$ cat src/rtl/button_pkg.sv
// Shared definitions for the display-board button path: bit map, consumer struct, channel states.
package button_pkg;

    // Bit positions in the raw/debounced button vector, LSB first.
    localparam int unsigned TEMP_ALARM  = 0;
    localparam int unsigned DIALL_CLICK = 1;
    localparam int unsigned DIALR_CLICK = 2;
    localparam int unsigned NAV_CLICK   = 3;
    localparam int unsigned NAV_D       = 4;
    localparam int unsigned NAV_R       = 5;
    localparam int unsigned NAV_L       = 6;
    localparam int unsigned NAV_U       = 7;
    localparam int unsigned SPARE2      = 8;
    localparam int unsigned SPARE1      = 9;
    localparam int unsigned TOUCH_IRQ   = 10;
    localparam int unsigned SPARE0      = 11;
    localparam int unsigned BUTTON_X    = 12;
    localparam int unsigned BUTTON_Y    = 13;
    localparam int unsigned BUTTON_A    = 14;
    localparam int unsigned BUTTON_B    = 15;

    // Named view of a 16-bit button vector; first field is the MSB.
    typedef struct packed {
        logic button_b;
        logic button_a;
        logic button_y;
        logic button_x;
        logic spare0;
        logic touch_irq;
        logic spare1;
        logic spare2;
        logic nav_u;
        logic nav_l;
        logic nav_r;
        logic nav_d;
        logic nav_click;
        logic dialr_click;
        logic diall_click;
        logic temp_alarm;
    } button_vec_t;

    typedef enum logic {
        StReleased,
        StPressed
    } chan_state_e;

endpackage

$ cat src/rtl/debounce_channel.sv
// Single-button debouncer: qualifies state changes over STABLE_SAMPLES ticks and
// tracks hold time for a one-shot long-press pulse.
module debounce_channel
    import button_pkg::*;
#(
    parameter int unsigned STABLE_SAMPLES = 8,
    parameter int unsigned LONG_SAMPLES   = 1000
) (
    input  logic clk,
    input  logic rst,
    input  logic tick,
    input  logic s,
    output logic pressed,
    output logic press_pulse,
    output logic release_pulse,
    output logic long_pulse
);

    localparam int unsigned SW = $clog2(STABLE_SAMPLES + 1);
    localparam int unsigned HW = $clog2(LONG_SAMPLES + 1);
    localparam logic [SW-1:0] STABLE_LAST = SW'(STABLE_SAMPLES - 1);
    localparam logic [HW-1:0] LONG_MAX    = HW'(LONG_SAMPLES);

    chan_state_e   state_q, state_d;
    logic [SW-1:0] stable_q, stable_d;
    logic [HW-1:0] hold_q, hold_d;
    logic          press_q, press_d;
    logic          release_q, release_d;
    logic          long_q, long_d;

    // State, counters and registered pulses.
    always_ff @(posedge clk) begin
        if (rst) begin
            state_q   <= StReleased;
            stable_q  <= '0;
            hold_q    <= '0;
            press_q   <= 1'b0;
            release_q <= 1'b0;
            long_q    <= 1'b0;
        end else begin
            state_q   <= state_d;
            stable_q  <= stable_d;
            hold_q    <= hold_d;
            press_q   <= press_d;
            release_q <= release_d;
            long_q    <= long_d;
        end
    end

    // Next-state: qualification counter, hold counter and pulse requests.
    always_comb begin
        state_d   = state_q;
        stable_d  = stable_q;
        hold_d    = hold_q;
        press_d   = 1'b0;
        release_d = 1'b0;
        long_d    = 1'b0;
        if (tick) begin
            // Hold time accrues on every tick while pressed, saturating at LONG_MAX.
            if (state_q == StPressed && hold_q != LONG_MAX) begin
                hold_d = hold_q + 1'b1;
                long_d = (hold_q == LONG_MAX - 1'b1);
            end
            if (s != (state_q == StPressed)) begin
                if (stable_q == STABLE_LAST) begin
                    // Acceptance overrides the hold update, so long and release never coincide.
                    stable_d = '0;
                    hold_d   = '0;
                    long_d   = 1'b0;
                    unique case (state_q)
                        StPressed: begin
                            state_d   = StReleased;
                            release_d = 1'b1;
                        end
                        StReleased: begin
                            state_d = StPressed;
                            press_d = 1'b1;
                        end
                        default: state_d = StReleased;
                    endcase
                end else begin
                    stable_d = stable_q + 1'b1;
                end
            end else begin
                // Any sample agreeing with the current level restarts qualification.
                stable_d = '0;
            end
        end
    end

    assign pressed       = (state_q == StPressed);
    assign press_pulse   = press_q;
    assign release_pulse = release_q;
    assign long_pulse    = long_q;

endmodule

$ cat src/rtl/button_event_filter.sv
// Button event filter: synchronises the raw vector, generates the debounce sample
// tick and runs one debounce channel per button.
module button_event_filter
    import button_pkg::*;
#(
    parameter int unsigned N_BUTTONS      = 16,
    parameter int unsigned CLK_HZ         = 50000000,
    parameter int unsigned SAMPLE_HZ      = 1000,
    parameter int unsigned STABLE_SAMPLES = 8,
    parameter int unsigned LONG_SAMPLES   = 1000,
    parameter bit          ACTIVE_LOW     = 1'b1
) (
    input  logic                 clk,
    input  logic                 rst,
    input  logic [N_BUTTONS-1:0] buttons_raw,
    output logic [N_BUTTONS-1:0] pressed,
    output logic [N_BUTTONS-1:0] press_pulse,
    output logic [N_BUTTONS-1:0] release_pulse,
    output logic [N_BUTTONS-1:0] long_pulse,
    output logic                 any_event
);

    localparam int unsigned DIV = CLK_HZ / SAMPLE_HZ;
    localparam int unsigned TW  = $clog2(DIV + 1);
    localparam logic [TW-1:0]        TICK_LAST = TW'(DIV - 1);
    localparam logic [N_BUTTONS-1:0] INACTIVE  = {N_BUTTONS{ACTIVE_LOW}};

    logic [TW-1:0]        tick_cnt_q;
    logic                 tick;
    logic [N_BUTTONS-1:0] sync1_q, sync2_q;
    logic [N_BUTTONS-1:0] s;

    // Sample-rate divider counting 0..DIV-1.
    always_ff @(posedge clk) begin
        if (rst) begin
            tick_cnt_q <= '0;
        end else if (tick) begin
            tick_cnt_q <= '0;
        end else begin
            tick_cnt_q <= tick_cnt_q + 1'b1;
        end
    end

    assign tick = (tick_cnt_q == TICK_LAST);

    // Two-flop synchroniser; reset to the released level so no false press is seen.
    always_ff @(posedge clk) begin
        if (rst) begin
            sync1_q <= INACTIVE;
            sync2_q <= INACTIVE;
        end else begin
            sync1_q <= buttons_raw;
            sync2_q <= sync1_q;
        end
    end

    // Normalised so that 1 always means pressed.
    assign s = sync2_q ^ INACTIVE;

    for (genvar i = 0; i < N_BUTTONS; i++) begin : g_chan
        debounce_channel #(
            .STABLE_SAMPLES (STABLE_SAMPLES),
            .LONG_SAMPLES   (LONG_SAMPLES)
        ) u_chan (
            .clk            (clk),
            .rst            (rst),
            .tick           (tick),
            .s              (s[i]),
            .pressed        (pressed[i]),
            .press_pulse    (press_pulse[i]),
            .release_pulse  (release_pulse[i]),
            .long_pulse     (long_pulse[i])
        );
    end

    assign any_event = |{press_pulse, release_pulse, long_pulse};

endmodule

$ cat config.mk
export PLATFORM = sky130hd
export DESIGN_NAME = button_event_filter
export DESIGN_NICKNAME = d
export VERILOG_FILES = /design/src/rtl/button_pkg.sv /design/src/rtl/debounce_channel.sv /design/src/rtl/button_event_filter.sv
export SDC_FILE = /design/constraint.sdc
export NUM_CORES = 1
export LEC_CHECK = 0
export CAP_MARGIN = 10
export CORE_MARGIN = 1
export CORE_UTILIZATION = 40
export DETAILED_ROUTE_END_ITERATION = 16
export GPL_TIMING_DRIVEN = 0
export PLACE_DENSITY = 0.68
export SLEW_MARGIN = 20
export SYNTH_ARGS = -nofsm -noshare
export SYNTH_HDL_FRONTEND = slang
export SYNTH_HIERARCHICAL = 1
export SYNTH_SLANG_ARGS = --single-unit
$ cat constraint.sdc
create_clock -name clk -period 3 [get_ports clk]
set_input_delay 0.6 -clock clk [delete_from_list [all_inputs] [get_ports clk]]
set_output_delay 0.6 -clock clk [all_outputs]
set_load 0.02 [all_outputs]
==> reports/qor.yml <==
run_status:
  run_status: "finished clean"
synth:
  yosys-top-cells-area: "dfxtp_1 43%, xnor2_1 6.2%, nor2_1 4.2%"
  async_reset_ff_frac: 0
  synth_largest_area_cell: "dfxtp_1"
  syn-num-nets: 1739
  yosys_warnings: 6
  ys.flop_type: "dfxtp_1"
  synth.distinct_cells: 46
  postSynthAreaPerCell_um2: 9.33
  synth_edf_count: 0
  seq_area_frac_synth: 0.431
  synth.ff_latch_count: 336
  synth_area_mm2: 0.0156
  synth_top_area_share: 0.431
  syn-instance-count: 1672
floorplanning:
  dieHeight_um: 200
  start_util: 0.410
  die_x_um: 200
  num_rows: 71
  design.core.area_mm2: 0.0380
  pin_count: 83
  fp.dieArea_mm2: 0.0398
route:
  via_count: 12300
  dr.pass1.iters: 5
  postRouteAntennaNets: 0
  wl_mm: 34.9
  drt-initial-drc-count: 747
  drc: 0
  viasPerCell: 5.27
  routedWlPerCell_um: 15.0
clock_network:
  clkSinkCount: 336
  cts.clk_slew.worst_paths_ns: 0.06
  cts_buffers: 37
  root_buffer: "clkbuf_16"
  clockBufferDepth: 3
  cts_hold_buf: 0
  h-tree-depth: 2
  cts_tree: "yes"
  worst_skew_pair.late_latency_ns: 0.51
place:
  port_buffers: 82
  place_congestion: 0.890
  dp_hpwl_mm: 23.9
  pre_cts_ws_ns: -0.331
global_route:
  antenna_found_initial: 1
  grt_pass1_vias: 11600
  grt_pass1_wl_mm: 56.0
  grt_max_degree: 65
  grt.total_usage: 0.171
  overflow: 0
worst_hold_path:
  worstHoldEndpoint: "sync2_q[7]"
  hp-class: "reg2reg"
  hold_depth: 1
  hp-start: "sync1_q[7]"
critical_path:
  critical_path.top_delay_family: "simple AND/OR/NAND/NOR gates"
  r2r-start: "tick_cnt_q[4]"
  path_buf_inv: 1
  r2r_end: "g_chan[3].u_chan/hold_q[2]"
  critPathKind: "reg2out"
  r2r_slack_ns: 0.20
  cp-start-kind: "flop"
  critPathSlowestCell: "nor4_1"
  cp_cell_sequence: "nor4_1, nand4_1, or3_1, buf_2"
  cp-end-kind: "primary output"
  critPathRequiredTime_ns: 2.40
  reg2reg_depth: 6
  critPathMaxStageDelay_ns: 0.84
  cp.arrival_ns: 2.37
  worstPathMaxFanout: 2
sta:
  maxSlewHeadroom: 0.349
  period_needed_ns: 2.97
  whs_ns: 0.401
  period_share: 0.991
  rsz0062_at_grt: "no"
  tns_ns: 0
  skew_ns: 0.00899
  hold_viol: 0
  setup_viol: 0
  worst_pin_slew_ns: 0.968
  worst_slack_ns: 0.0259
  slew_violations: 0
  max_freq_mhz: 336
pwr:
  irDropWorstVdd_mv: 0.321
  cellLeakagePower_nw: 6.58
  power_density_mw_per_mm2: 502
job:
  maxCapViolCount: 0
finish:
  final_nets: 1861
  synthToLayoutAreaGrowth_pct: 17.1
  final_layout_size_suffix_gt1_frac: 0.119
==> worst reg2reg max path: cells and delay by family, from the launching register on <==
kind	cells	cell delay, ns
and+or+nand+nor	4	1.56
DFF	1	0.36
buffers and inverters	1	0.32
AOI/OAI and AO/OA	1	0.45
==> cell type report <==
type | instances | area [µm²]
Fill cell | 3654 | 19700
Multi-Input combinational cell | 1213 | 8370
Sequential cell | 336 | 6730
Clock buffer | 52 | 1060
Timing Repair Buffer | 82 | 811
Tap cell | 511 | 639
Buffer | 54 | 273
Inverter | 70 | 263
Clock inverter | 10 | 125
Antenna cell | 1 | 2.50
==> synth_stat cells, types with 2 or more instances <==
cell type	count
nand4_1	53
o21ba_2	15
mux2i_1	32
and2_1	15
and3_1	17
xor2_1	48
o211a_1	15
nand2b_1	45
nand3_1	54
o21bai_2	15
nor2_4	8
nor4_1	64
o21ai_0	48
a21oi_1	65
nand3b_1	16
nand4_2	15
or3_1	16
buf_1	15
and4_1	15
xnor2_1	111
nor4b_1	32
clkbuf_1	4
nor3_1	68
buf_4	2
dfxtp_1	336
ha_1	49
nor2_1	173
a31oi_1	15
nand4b_1	33
nor2_2	18
inv_1	70
buf_2	31
o41ai_4	15
nand2_1	101
or2_2	32
==> metal layers <==
layer,track usage,part of all wire,vias to the layer above
met2,0.281,0.46,258
met1,0.228,0.47,5776
met4,0.0543,0.026,0
li1,-,-,6175
met3,0.0272,0.048,65
met5,0,0,-
==> cells in the final DEF (no fill, tap or decap), drive strengths merged, types with 17 or more instances in the layout <==
cell	count
nor4b	32
a21oi	65
nand2	101
nor3	68
xor2	48
mux2i	32
nor2	199
and3	17
clkdlybuf4s50	80
or2	33
xnor2	111
clkbuf	56
dfxtp	336
nand4	69
ha	49
nand3	55
nand2b	45
o21ai	49
inv	70
nor4	64
and4	17
buf	52
nand4b	33
==> flip-flops by register name, summed over array words and instances, names as in the netlist <==
signal	flops
g_chan.u_chan/hold_q	160
g_chan.u_chan/long_pulse	16
tick_cnt_q	16
g_chan.u_chan/stable_q	64
sync1_q	16
g_chan.u_chan/release_pulse	16
sync2_q	16
g_chan.u_chan/pressed	16
g_chan.u_chan/press_pulse	16
==> what timing repair did <==
action,4_1_cts,5_1_grt
gates cloned,0,1
resized for setup,7,1
pin swaps,2,1
buffers inserted,0,0
endpoints found under the setup margin,1,142
==> how the worst max path moves through the flow <==
stage	from	endpoint	slack (ns)	cells past startpoint
floorplan	tick_cnt_q[0]	g_chan[0].u_chan/hold_q[2]	0.80	7
global placement	g_chan[14].u_chan/release_pulse	any_event	-0.33	4
detailed placement	g_chan[14].u_chan/release_pulse	any_event	-0.33	4
CTS	g_chan[3].u_chan/long_pulse	any_event	0.08	4
global route	tick_cnt_q[4]	g_chan[3].u_chan/hold_q[2]	0.03	6
finish	g_chan[13].u_chan/press_pulse	any_event	0.03	4
==> cells by family (layout without fill, tap and decap cells) <==
kind of cell | Yosys count | after routing | synth area share
fa+ha+maj | 49 | 49 | 0.0393
flops | 336 | 336 | 0.431
other cells | 0 | 1 | 0
xor+xnor | 159 | 159 | 0.0892
buf+inv | 124 | 268 | 0.0343
simple gates | 781 | 782 | 0.284
compound gates | 191 | 191 | 0.101
mux | 32 | 32 | 0.0205
==> metrics by stage <==
step | cells | power [W] | area (µm²) | util
2_1_floorplan | 1672 | 0.00472 | 15600 | -
3_3_place_gp | 2265 | 0.00480 | 17100 | 0.449
3_5_place_dp | 2265 | 0.00480 | 17100 | 0.449
4_1_cts | 2327 | 0.00929 | 18300 | 0.480
5_1_grt | 2328 | 0.00950 | 18300 | 0.481
6_report | 2329 | 0.00918 | 18300 | 0.481
==> power by group <==
part	switching, W	internal [W]	total [W]
sequential	0.00000883	0.00449	0.00449
clock	0.00176	0.00271	0.00447
combinational	0.000139	0.0000719	0.000211
Power figures use the tool's default switching activity.
